## src/rtl/vga_timing_gen_if.sv

```systemverilog
// Raster timing bundle shared between the VGA timing generator and the
// renderers that consume hc/vc/vidon and the delayed sync outputs.
interface vga_timing_gen_if;
  logic       pix_en;
  logic [9:0] hc;
  logic [9:0] vc;
  logic       vidon;
  logic       hsync;
  logic       vsync;
  logic       vidon_d;
  logic       line_start;
  logic       frame_start;
  logic [7:0] frame_cnt;

  modport master (
    output pix_en, hc, vc, vidon, hsync, vsync, vidon_d,
           line_start, frame_start, frame_cnt
  );

  modport slave (
    input  pix_en, hc, vc, vidon, hsync, vsync, vidon_d,
           line_start, frame_start, frame_cnt
  );
endinterface

```

## src/rtl/vga_timing_gen.sv

```systemverilog
// 640x480@60 VGA raster timing: pixel-rate divider, hc/vc counters, visible
// window decode, pixel-delayed sync/video-enable and line/frame strobes.
module vga_timing_gen #(
  parameter int CLK_DIV  = 2,
  parameter int HPIXELS  = 800,
  parameter int VLINES   = 521,
  parameter int HSW      = 96,
  parameter int VSW      = 2,
  parameter int HBP      = 144,
  parameter int HFP      = 784,
  parameter int VBP      = 31,
  parameter int VFP      = 511,
  parameter int SYNC_DLY = 1
) (
  input  logic             clk,
  input  logic             clr_n,
  vga_timing_gen_if.master vga
);

  if (CLK_DIV < 1 || CLK_DIV > 8) begin : g_bad_clk_div
    $error("vga_timing_gen: CLK_DIV must be 1..8");
  end
  if (SYNC_DLY < 1 || SYNC_DLY > 4) begin : g_bad_sync_dly
    $error("vga_timing_gen: SYNC_DLY must be 1..4");
  end
  if (HPIXELS < 1 || HPIXELS > 1024 || VLINES < 1 || VLINES > 1024) begin : g_bad_totals
    $error("vga_timing_gen: HPIXELS/VLINES must fit a 10-bit counter");
  end
  if (HSW < 0 || HSW > 1023 || HBP < 0 || HBP > 1023 || HFP < 0 || HFP > 1023 ||
      VSW < 0 || VSW > 1023 || VBP < 0 || VBP > 1023 || VFP < 0 || VFP > 1023) begin : g_bad_bounds
    $error("vga_timing_gen: timing bounds must fit 10 bits");
  end

  localparam int DW = (CLK_DIV > 1) ? $clog2(CLK_DIV) : 1;
  localparam logic [DW-1:0] DIV_LAST = DW'(CLK_DIV - 1);
  localparam logic [9:0] H_LAST = 10'(HPIXELS - 1);
  localparam logic [9:0] V_LAST = 10'(VLINES - 1);
  localparam logic [9:0] H_SW   = 10'(HSW);
  localparam logic [9:0] V_SW   = 10'(VSW);
  localparam logic [9:0] H_BP   = 10'(HBP);
  localparam logic [9:0] H_FP   = 10'(HFP);
  localparam logic [9:0] V_BP   = 10'(VBP);
  localparam logic [9:0] V_FP   = 10'(VFP);

  logic [DW-1:0]       div_cnt;
  logic                pix_tick;
  logic [9:0]          hc_q;
  logic [9:0]          vc_q;
  logic [7:0]          frame_q;
  logic                vidon_c;
  logic                hs0;
  logic                vs0;
  logic [SYNC_DLY-1:0] hs_dly;
  logic [SYNC_DLY-1:0] vs_dly;
  logic [SYNC_DLY-1:0] vd_dly;

  always_ff @(posedge clk or negedge clr_n) begin
    if (!clr_n) begin
      div_cnt <= '0;
    end else if (div_cnt == DIV_LAST) begin
      div_cnt <= '0;
    end else begin
      div_cnt <= div_cnt + 1'b1;
    end
  end

  // Gated by clr_n so the tick drops the moment reset is asserted.
  assign pix_tick = (div_cnt == DIV_LAST) && clr_n;

  always_ff @(posedge clk or negedge clr_n) begin
    if (!clr_n) begin
      hc_q    <= '0;
      vc_q    <= '0;
      frame_q <= '0;
    end else if (pix_tick) begin
      if (hc_q != H_LAST) begin
        hc_q <= hc_q + 10'd1;
      end else begin
        hc_q <= '0;
        if (vc_q != V_LAST) begin
          vc_q <= vc_q + 10'd1;
        end else begin
          vc_q    <= '0;
          frame_q <= frame_q + 8'd1;
        end
      end
    end
  end

  assign vidon_c = (hc_q >= H_BP) && (hc_q < H_FP) && (vc_q >= V_BP) && (vc_q < V_FP);
  assign hs0     = (hc_q >= H_SW);
  assign vs0     = (vc_q >= V_SW);

  // Stage 0 captures the decode of the pixel just ending, so the last stage
  // lags hc/vc by exactly SYNC_DLY pixel periods.
  always_ff @(posedge clk or negedge clr_n) begin
    if (!clr_n) begin
      hs_dly <= '1;
      vs_dly <= '1;
      vd_dly <= '0;
    end else if (pix_tick) begin
      hs_dly[0] <= hs0;
      vs_dly[0] <= vs0;
      vd_dly[0] <= vidon_c;
      for (int i = 1; i < SYNC_DLY; i++) begin
        hs_dly[i] <= hs_dly[i-1];
        vs_dly[i] <= vs_dly[i-1];
        vd_dly[i] <= vd_dly[i-1];
      end
    end
  end

  assign vga.pix_en      = pix_tick;
  assign vga.hc          = hc_q;
  assign vga.vc          = vc_q;
  assign vga.vidon       = vidon_c;
  assign vga.hsync       = hs_dly[SYNC_DLY-1];
  assign vga.vsync       = vs_dly[SYNC_DLY-1];
  assign vga.vidon_d     = vd_dly[SYNC_DLY-1];
  assign vga.line_start  = pix_tick && (hc_q == 10'd0);
  assign vga.frame_start = pix_tick && (hc_q == 10'd0) && (vc_q == 10'd0);
  assign vga.frame_cnt   = frame_q;

endmodule
```

## src/flat_wrapper.sv

```systemverilog
// flat-port wrapper written by rule: the top's interface ports become plain ports
module vga_timing_gen_flat 
#(
  parameter int CLK_DIV  = 2,
  parameter int HPIXELS  = 800,
  parameter int VLINES   = 521,
  parameter int HSW      = 96,
  parameter int VSW      = 2,
  parameter int HBP      = 144,
  parameter int HFP      = 784,
  parameter int VBP      = 31,
  parameter int VFP      = 511,
  parameter int SYNC_DLY = 1
)
  (clk, clr_n, vga_pix_en, vga_hc, vga_vc, vga_vidon, vga_hsync, vga_vsync, vga_vidon_d, vga_line_start, vga_frame_start, vga_frame_cnt);
  vga_timing_gen_if vga_i ();
  input  logic clk;
  input  logic clr_n;
  output wire logic [$bits(vga_i.pix_en)-1:0] vga_pix_en;
  output wire logic [$bits(vga_i.hc)-1:0] vga_hc;
  output wire logic [$bits(vga_i.vc)-1:0] vga_vc;
  output wire logic [$bits(vga_i.vidon)-1:0] vga_vidon;
  output wire logic [$bits(vga_i.hsync)-1:0] vga_hsync;
  output wire logic [$bits(vga_i.vsync)-1:0] vga_vsync;
  output wire logic [$bits(vga_i.vidon_d)-1:0] vga_vidon_d;
  output wire logic [$bits(vga_i.line_start)-1:0] vga_line_start;
  output wire logic [$bits(vga_i.frame_start)-1:0] vga_frame_start;
  output wire logic [$bits(vga_i.frame_cnt)-1:0] vga_frame_cnt;
  assign vga_pix_en = vga_i.pix_en;
  assign vga_hc = vga_i.hc;
  assign vga_vc = vga_i.vc;
  assign vga_vidon = vga_i.vidon;
  assign vga_hsync = vga_i.hsync;
  assign vga_vsync = vga_i.vsync;
  assign vga_vidon_d = vga_i.vidon_d;
  assign vga_line_start = vga_i.line_start;
  assign vga_frame_start = vga_i.frame_start;
  assign vga_frame_cnt = vga_i.frame_cnt;
  vga_timing_gen #(.CLK_DIV(CLK_DIV), .HPIXELS(HPIXELS), .VLINES(VLINES), .HSW(HSW), .VSW(VSW), .HBP(HBP), .HFP(HFP), .VBP(VBP), .VFP(VFP), .SYNC_DLY(SYNC_DLY)) u_core (.clk(clk), .clr_n(clr_n), .vga(vga_i));
endmodule
```

## config.mk

```make
export PLATFORM = sky130hd
export DESIGN_NAME = vga_timing_gen_flat
export DESIGN_NICKNAME = d
export VERILOG_FILES = /design/src/rtl/vga_timing_gen_if.sv /design/src/rtl/vga_timing_gen.sv /design/src/flat_wrapper.sv
export SDC_FILE = /design/constraint.sdc
export NUM_CORES = 1
export LEC_CHECK = 0
export BUFFER_PORTS_ARGS = -buffer_cell sky130_fd_sc_hd__buf_2
export CAP_MARGIN = 30
export CORE_UTILIZATION = 45
export DETAILED_ROUTE_END_ITERATION = 7
export PLACE_DENSITY = 0.77
export SLEW_MARGIN = 20
export SYNTH_ARGS = -nofsm -noshare
export SYNTH_HDL_FRONTEND = slang
export SYNTH_SLANG_ARGS = --single-unit
```

## constraint.sdc

```tcl
create_clock -name clk -period 4.9 [get_ports clk]
set_input_delay 0.98 -clock clk [delete_from_list [all_inputs] [get_ports clk]]
set_output_delay 0.98 -clock clk [all_outputs]
set_load 0.02 [all_outputs]
```

==> impl_results.html <==
<table>
<tr><th>Metric</th><th>Value</th></tr>
<tr><th colspan="2">Outcome</th></tr>
<tr><td>Status</td><td>complete, no violations</td></tr>
<tr><th colspan="2">Clocking</th></tr>
<tr><td>TritonCTS clock tree</td><td>yes</td></tr>
<tr><td>H-tree levels</td><td>2</td></tr>
<tr><td>Cells resized by post-CTS repair</td><td>0</td></tr>
<tr><td>Clock transition time at the flip-flop clock pins of the worst setup and hold paths</td><td>0.06 ns</td></tr>
<tr><td>Inserted Clock Buffers</td><td>5</td></tr>
<tr><td>CTS Hold Buffers Added</td><td>0</td></tr>
<tr><td>Worst skew pair latency</td><td>0.28 ns</td></tr>
<tr><td>Post-CTS setup-driven buffer insertion count</td><td>0</td></tr>
<tr><td>Root Buffer</td><td>sky130_fd_sc_hd__clkbuf_8</td></tr>
<tr><td>Maximum number of buffers from clock root to sink</td><td>2</td></tr>
<tr><td>Number of clock sinks seen by CTS</td><td>32</td></tr>
<tr><th colspan="2">Floorplanning</th></tr>
<tr><td>Die area</td><td>3970 um^2</td></tr>
<tr><td>Horizontal die dimension</td><td>63.0 um</td></tr>
<tr><td>Ports</td><td>37</td></tr>
<tr><td>Starting utilization of the core area</td><td>0.486</td></tr>
<tr><td>Core Box Area</td><td>3440 um^2</td></tr>
<tr><td>Number of rows created at floorplan</td><td>21</td></tr>
<tr><td>Die extent in y</td><td>63.0 um</td></tr>
<tr><th colspan="2">Finish</th></tr>
<tr><td>Area taken by flip-flops and latches</td><td>803 um^2</td></tr>
<tr><td>Footprint of the multi-input gates</td><td>810 um^2</td></tr>
<tr><td>Number of antenna repair diodes</td><td>0</td></tr>
<tr><td>Layout overhead on the synthesized area</td><td>18.8%</td></tr>
<tr><td>Final instance area</td><td>1990 um^2</td></tr>
<tr><td>Share of layout cells above drive strength 1</td><td>0.293</td></tr>
<tr><td>Final core area utilization</td><td>0.578</td></tr>
<tr><td>Fill cell total of the finished layout</td><td>303</td></tr>
<tr><td>Finished Layout Cells</td><td>251</td></tr>
<tr><td>Number of nets in the layout</td><td>212</td></tr>
<tr><th colspan="2">Power and ir drop</th></tr>
<tr><td>Share of total power in sequential cells</td><td>0.503</td></tr>
<tr><td>Part of the total power dissipated in combinational logic</td><td>0.162</td></tr>
<tr><td>Switching power total</td><td>181 uW</td></tr>
<tr><td>VDD IR-drop max</td><td>0.135 mV</td></tr>
<tr><td>Post-layout power</td><td>612 uW</td></tr>
<tr><td>Switching portion of total power</td><td>0.295</td></tr>
<tr><td>Share of total power in the clock network</td><td>0.336</td></tr>
<tr><td>Int Pwr</td><td>431 uW</td></tr>
<tr><td>P_leak</td><td>1.02 nW</td></tr>
<tr><td>PD cells</td><td>308 nW/um^2</td></tr>
<tr><th colspan="2">Logic synthesis</th></tr>
<tr><td>Dominant synthesized flop cell</td><td>sky130_fd_sc_hd__dfrtp_1</td></tr>
<tr><td>Mean instance size in the synthesized netlist</td><td>10.2 um^2</td></tr>
<tr><td>Number of instances in the synthesized netlist</td><td>164</td></tr>
<tr><td>Yosys warning count</td><td>0</td></tr>
<tr><td>Share of synthesized area occupied by flip-flops and latches</td><td>0.480</td></tr>
<tr><td>Share of flip-flops with an asynchronous set or reset</td><td>1.00</td></tr>
<tr><td>Number of synthesized flops with an enable pin</td><td>0</td></tr>
<tr><td>Cell area after synthesis</td><td>1670 um^2</td></tr>
<tr><td>Post-synthesis net count</td><td>172</td></tr>
<tr><td>Synth Register Bits</td><td>32</td></tr>
<tr><td>Distinct cell type count of the synthesized netlist</td><td>36</td></tr>
<tr><th colspan="2">STA</th></tr>
<tr><td>Share of the cycle needed by the critical path after routing</td><td>0.660</td></tr>
<tr><td>Final hold slack</td><td>0.468 ns</td></tr>
<tr><td>Achievable Freq</td><td>309 MHz</td></tr>
<tr><td>Count of final max-slew check failures</td><td>0</td></tr>
<tr><td>Setup total negative slack</td><td>0 ns</td></tr>
<tr><td>Final critical delay including setup and external delays</td><td>3.23 ns</td></tr>
<tr><td>Setup repair after global routing missed its margin</td><td>false</td></tr>
<tr><td>Post-route clock skew</td><td>0.00461 ns</td></tr>
<tr><td>Number of endpoints with negative hold slack in the final report</td><td>0</td></tr>
<tr><td>Max-Slew Margin vs Limit</td><td>0.535</td></tr>
<tr><td>Final worst-path setup slack</td><td>1.67 ns</td></tr>
<tr><td>Pin slew with the least headroom to its limit</td><td>0.691 ns</td></tr>
<tr><td>Final setup viols</td><td>0</td></tr>
<tr><th colspan="2">Drt</th></tr>
<tr><td>Routed len/inst</td><td>13.9 um</td></tr>
<tr><td>Met3 routed wirelength</td><td>128 um</td></tr>
<tr><td>Met2 routed wirelength</td><td>1.58 mm</td></tr>
<tr><td>Routed wire length</td><td>3.49 mm</td></tr>
<tr><td>Vias per cell</td><td>5.40</td></tr>
<tr><td>Number of DRC violations after detailed-routing iteration 0</td><td>79</td></tr>
<tr><td>Number of remaining DRC errors</td><td>0</td></tr>
<tr><td>DR pass1 iterations</td><td>4</td></tr>
<tr><td>Met1 Wirelength</td><td>1.73 mm</td></tr>
<tr><td>Top layer reached by signal wires</td><td>met4</td></tr>
<tr><td>Count of antenna-violating nets left after detailed routing</td><td>0</td></tr>
<tr><td>Number of vias in the routed layout</td><td>1,355</td></tr>
<tr><th colspan="2">Global routing</th></tr>
<tr><td>Antenna violations before repair</td><td>0</td></tr>
<tr><td>First-pass GRT wire length</td><td>6.24 mm</td></tr>
<tr><td>GRT overflow</td><td>0</td></tr>
<tr><td>Overall fraction of global-route tracks in use</td><td>0.202</td></tr>
<tr><td>Largest net degree at the start of global routing</td><td>34</td></tr>
<tr><td>Vias in the first global route</td><td>1,342</td></tr>
<tr><th colspan="2">Setup path</th></tr>
<tr><td>Type of origin of the critical path</td><td>flip-flop</td></tr>
<tr><td>Required arrival time at the worst endpoint</td><td>3.92 ns</td></tr>
<tr><td>Setup slack of the worst register-to-register path</td><td>2.65 ns</td></tr>
<tr><td>Arrival time of data at the critical path endpoint</td><td>2.25 ns</td></tr>
<tr><td>Maximum fanout encountered on the critical timing path</td><td>7</td></tr>
<tr><td>Critical Path End Type</td><td>primary output</td></tr>
<tr><td>CP Class</td><td>reg2out</td></tr>
<tr><th colspan="2">Placed design</th></tr>
<tr><td>DP Cell Count</td><td>243</td></tr>
<tr><td>Weighted congestion reported at the end of routability-driven placement</td><td>0.879</td></tr>
<tr><td>Area after detailed placement</td><td>1900 um^2</td></tr>
<tr><td>Pre-CTS setup slack</td><td>1.80 ns</td></tr>
<tr><td>Number of buffers inserted by port buffering</td><td>36</td></tr>
<tr><td>HPWL after DPL</td><td>2.53 mm</td></tr>
<tr><th colspan="2">Worst hold path</th></tr>
<tr><td>Hold crit path type</td><td>reg2reg</td></tr>
<tr><th colspan="2">Job</th></tr>
<tr><td>Max capacitance violation total</td><td>0</td></tr>
</table>
-- power groups by stage --
stage          clock (mW)  sequential [mW]  combinational [mW]
3_3_place_gp            0            0.313              0.0989
2_1_floorplan           0            0.328              0.0471
5_1_grt             0.224            0.312               0.109
6_report            0.205            0.308              0.0989
4_1_cts             0.208            0.308               0.100
3_5_place_dp            0            0.313              0.0994
-- area by class of cell --
class,instances,share of cell area
clock inverters,2,0.00503
clock buffers,6,0.0415
flip-flops and latches,32,0.404
well taps,46,0.0289
multi-input cells,119,0.407
inverters,8,0.0151
repair buffers,38,0.0982
-- synth_stat cells (2+ instances only) --
library cell,instances,area [um^2]
sky130_fd_sc_hd__dfstp_2,2,52.6
sky130_fd_sc_hd__a22o_1,2,17.5
sky130_fd_sc_hd__nand2_1,10,37.5
sky130_fd_sc_hd__nor2_1,8,30.0
sky130_fd_sc_hd__clkbuf_1,2,7.51
sky130_fd_sc_hd__xnor2_1,8,70.1
sky130_fd_sc_hd__inv_1,7,26.3
sky130_fd_sc_hd__nor3_1,10,50.1
sky130_fd_sc_hd__nand3_1,14,70.1
sky130_fd_sc_hd__or4_4,3,33.8
sky130_fd_sc_hd__nor4_1,8,50.1
sky130_fd_sc_hd__o21ai_0,9,45.0
sky130_fd_sc_hd__or3_1,4,25.0
sky130_fd_sc_hd__dfrtp_1,30,751
sky130_fd_sc_hd__xor2_1,9,78.8
sky130_fd_sc_hd__nand4_1,7,43.8
sky130_fd_sc_hd__ha_1,6,75.1
sky130_fd_sc_hd__mux2_2,4,45.0
sky130_fd_sc_hd__a21oi_1,4,20.0
-- final timing paths --
kind,start,to,cells after the start
worst min-delay path,u_core.vga.frame_cnt[7],u_core.vga.frame_cnt[7],1
max in group asynchronous,clr_n,u_core.vga.vsync,2
worst max-delay path,u_core.vga.vc[5],vga_frame_start,5
min in group asynchronous,clr_n,u_core.vga.vc[4],2
worst min register to register,u_core.vga.frame_cnt[7],u_core.vga.frame_cnt[7],1
worst max register to register,u_core.vga.vc[5],u_core.vga.frame_cnt[1],4
-- cell families (layout without fill, tap and decap cells) --
group	after synthesis	count (layout)	synth area share
buffers and inverters	13	54	0.0366
multiplexers	5	5	0.0329
AND/OR/NAND/NOR	72	72	0.250
AO/OA/AOI/OAI	19	19	0.0665
adder cells (fa/ha/maj)	6	6	0.0448
flip-flops	32	32	0.480
XOR/XNOR	17	17	0.0889
-- flip-flops by register name, indices dropped and copies added (netlist names) --
register,count
u_core.vga.frame_cnt,8
u_core.vga.vsync,1
u_core.div_cnt,1
u_core.vga.vidon_d,1
u_core.vga.vc,10
u_core.vga.hsync,1
u_core.vga.hc,10
-- worst max-delay path, stage by stage (launching register included) --
cell and delay [ns]:
sky130_fd_sc_hd__dfrtp_1 0.45, sky130_fd_sc_hd__or4_4 0.59, sky130_fd_sc_hd__or3_1 0.33, sky130_fd_sc_hd__nor3_1 0.25, sky130_fd_sc_hd__and3_1 0.19, sky130_fd_sc_hd__buf_2 0.15
-- metal layers --
| layer | up-vias | GRT usage |
|---|---|---|
| li1 | 672 | - |
| met1 | 645 | 0.270 |
| met2 | 32 | 0.315 |
| met3 | 6 | 0.0401 |
| met4 | 0 | 0.0872 |
| met5 | - | 0 |
-- cell usage in the layout (no fill, tap or decap), drive strengths merged --
master and instances:
a22o 2, dfstp 2, or4 3, and3 1, mux2 4, ha 6
o31ai 1, xor2 9, buf 38, or2 1, o21ai 9, dfrtp 30
or3 5, nand2 10, xnor2 8, nor2 9, mux2i 1, nor3 10
inv 7, clkinv 3, and4 1, nand4 7, o21a 1, a21boi 1
a21oi 4, clkbuf 6, nand3 14, nor2b 1, nor4 10, a31oi 1
Power figures use the tool's default switching activity.
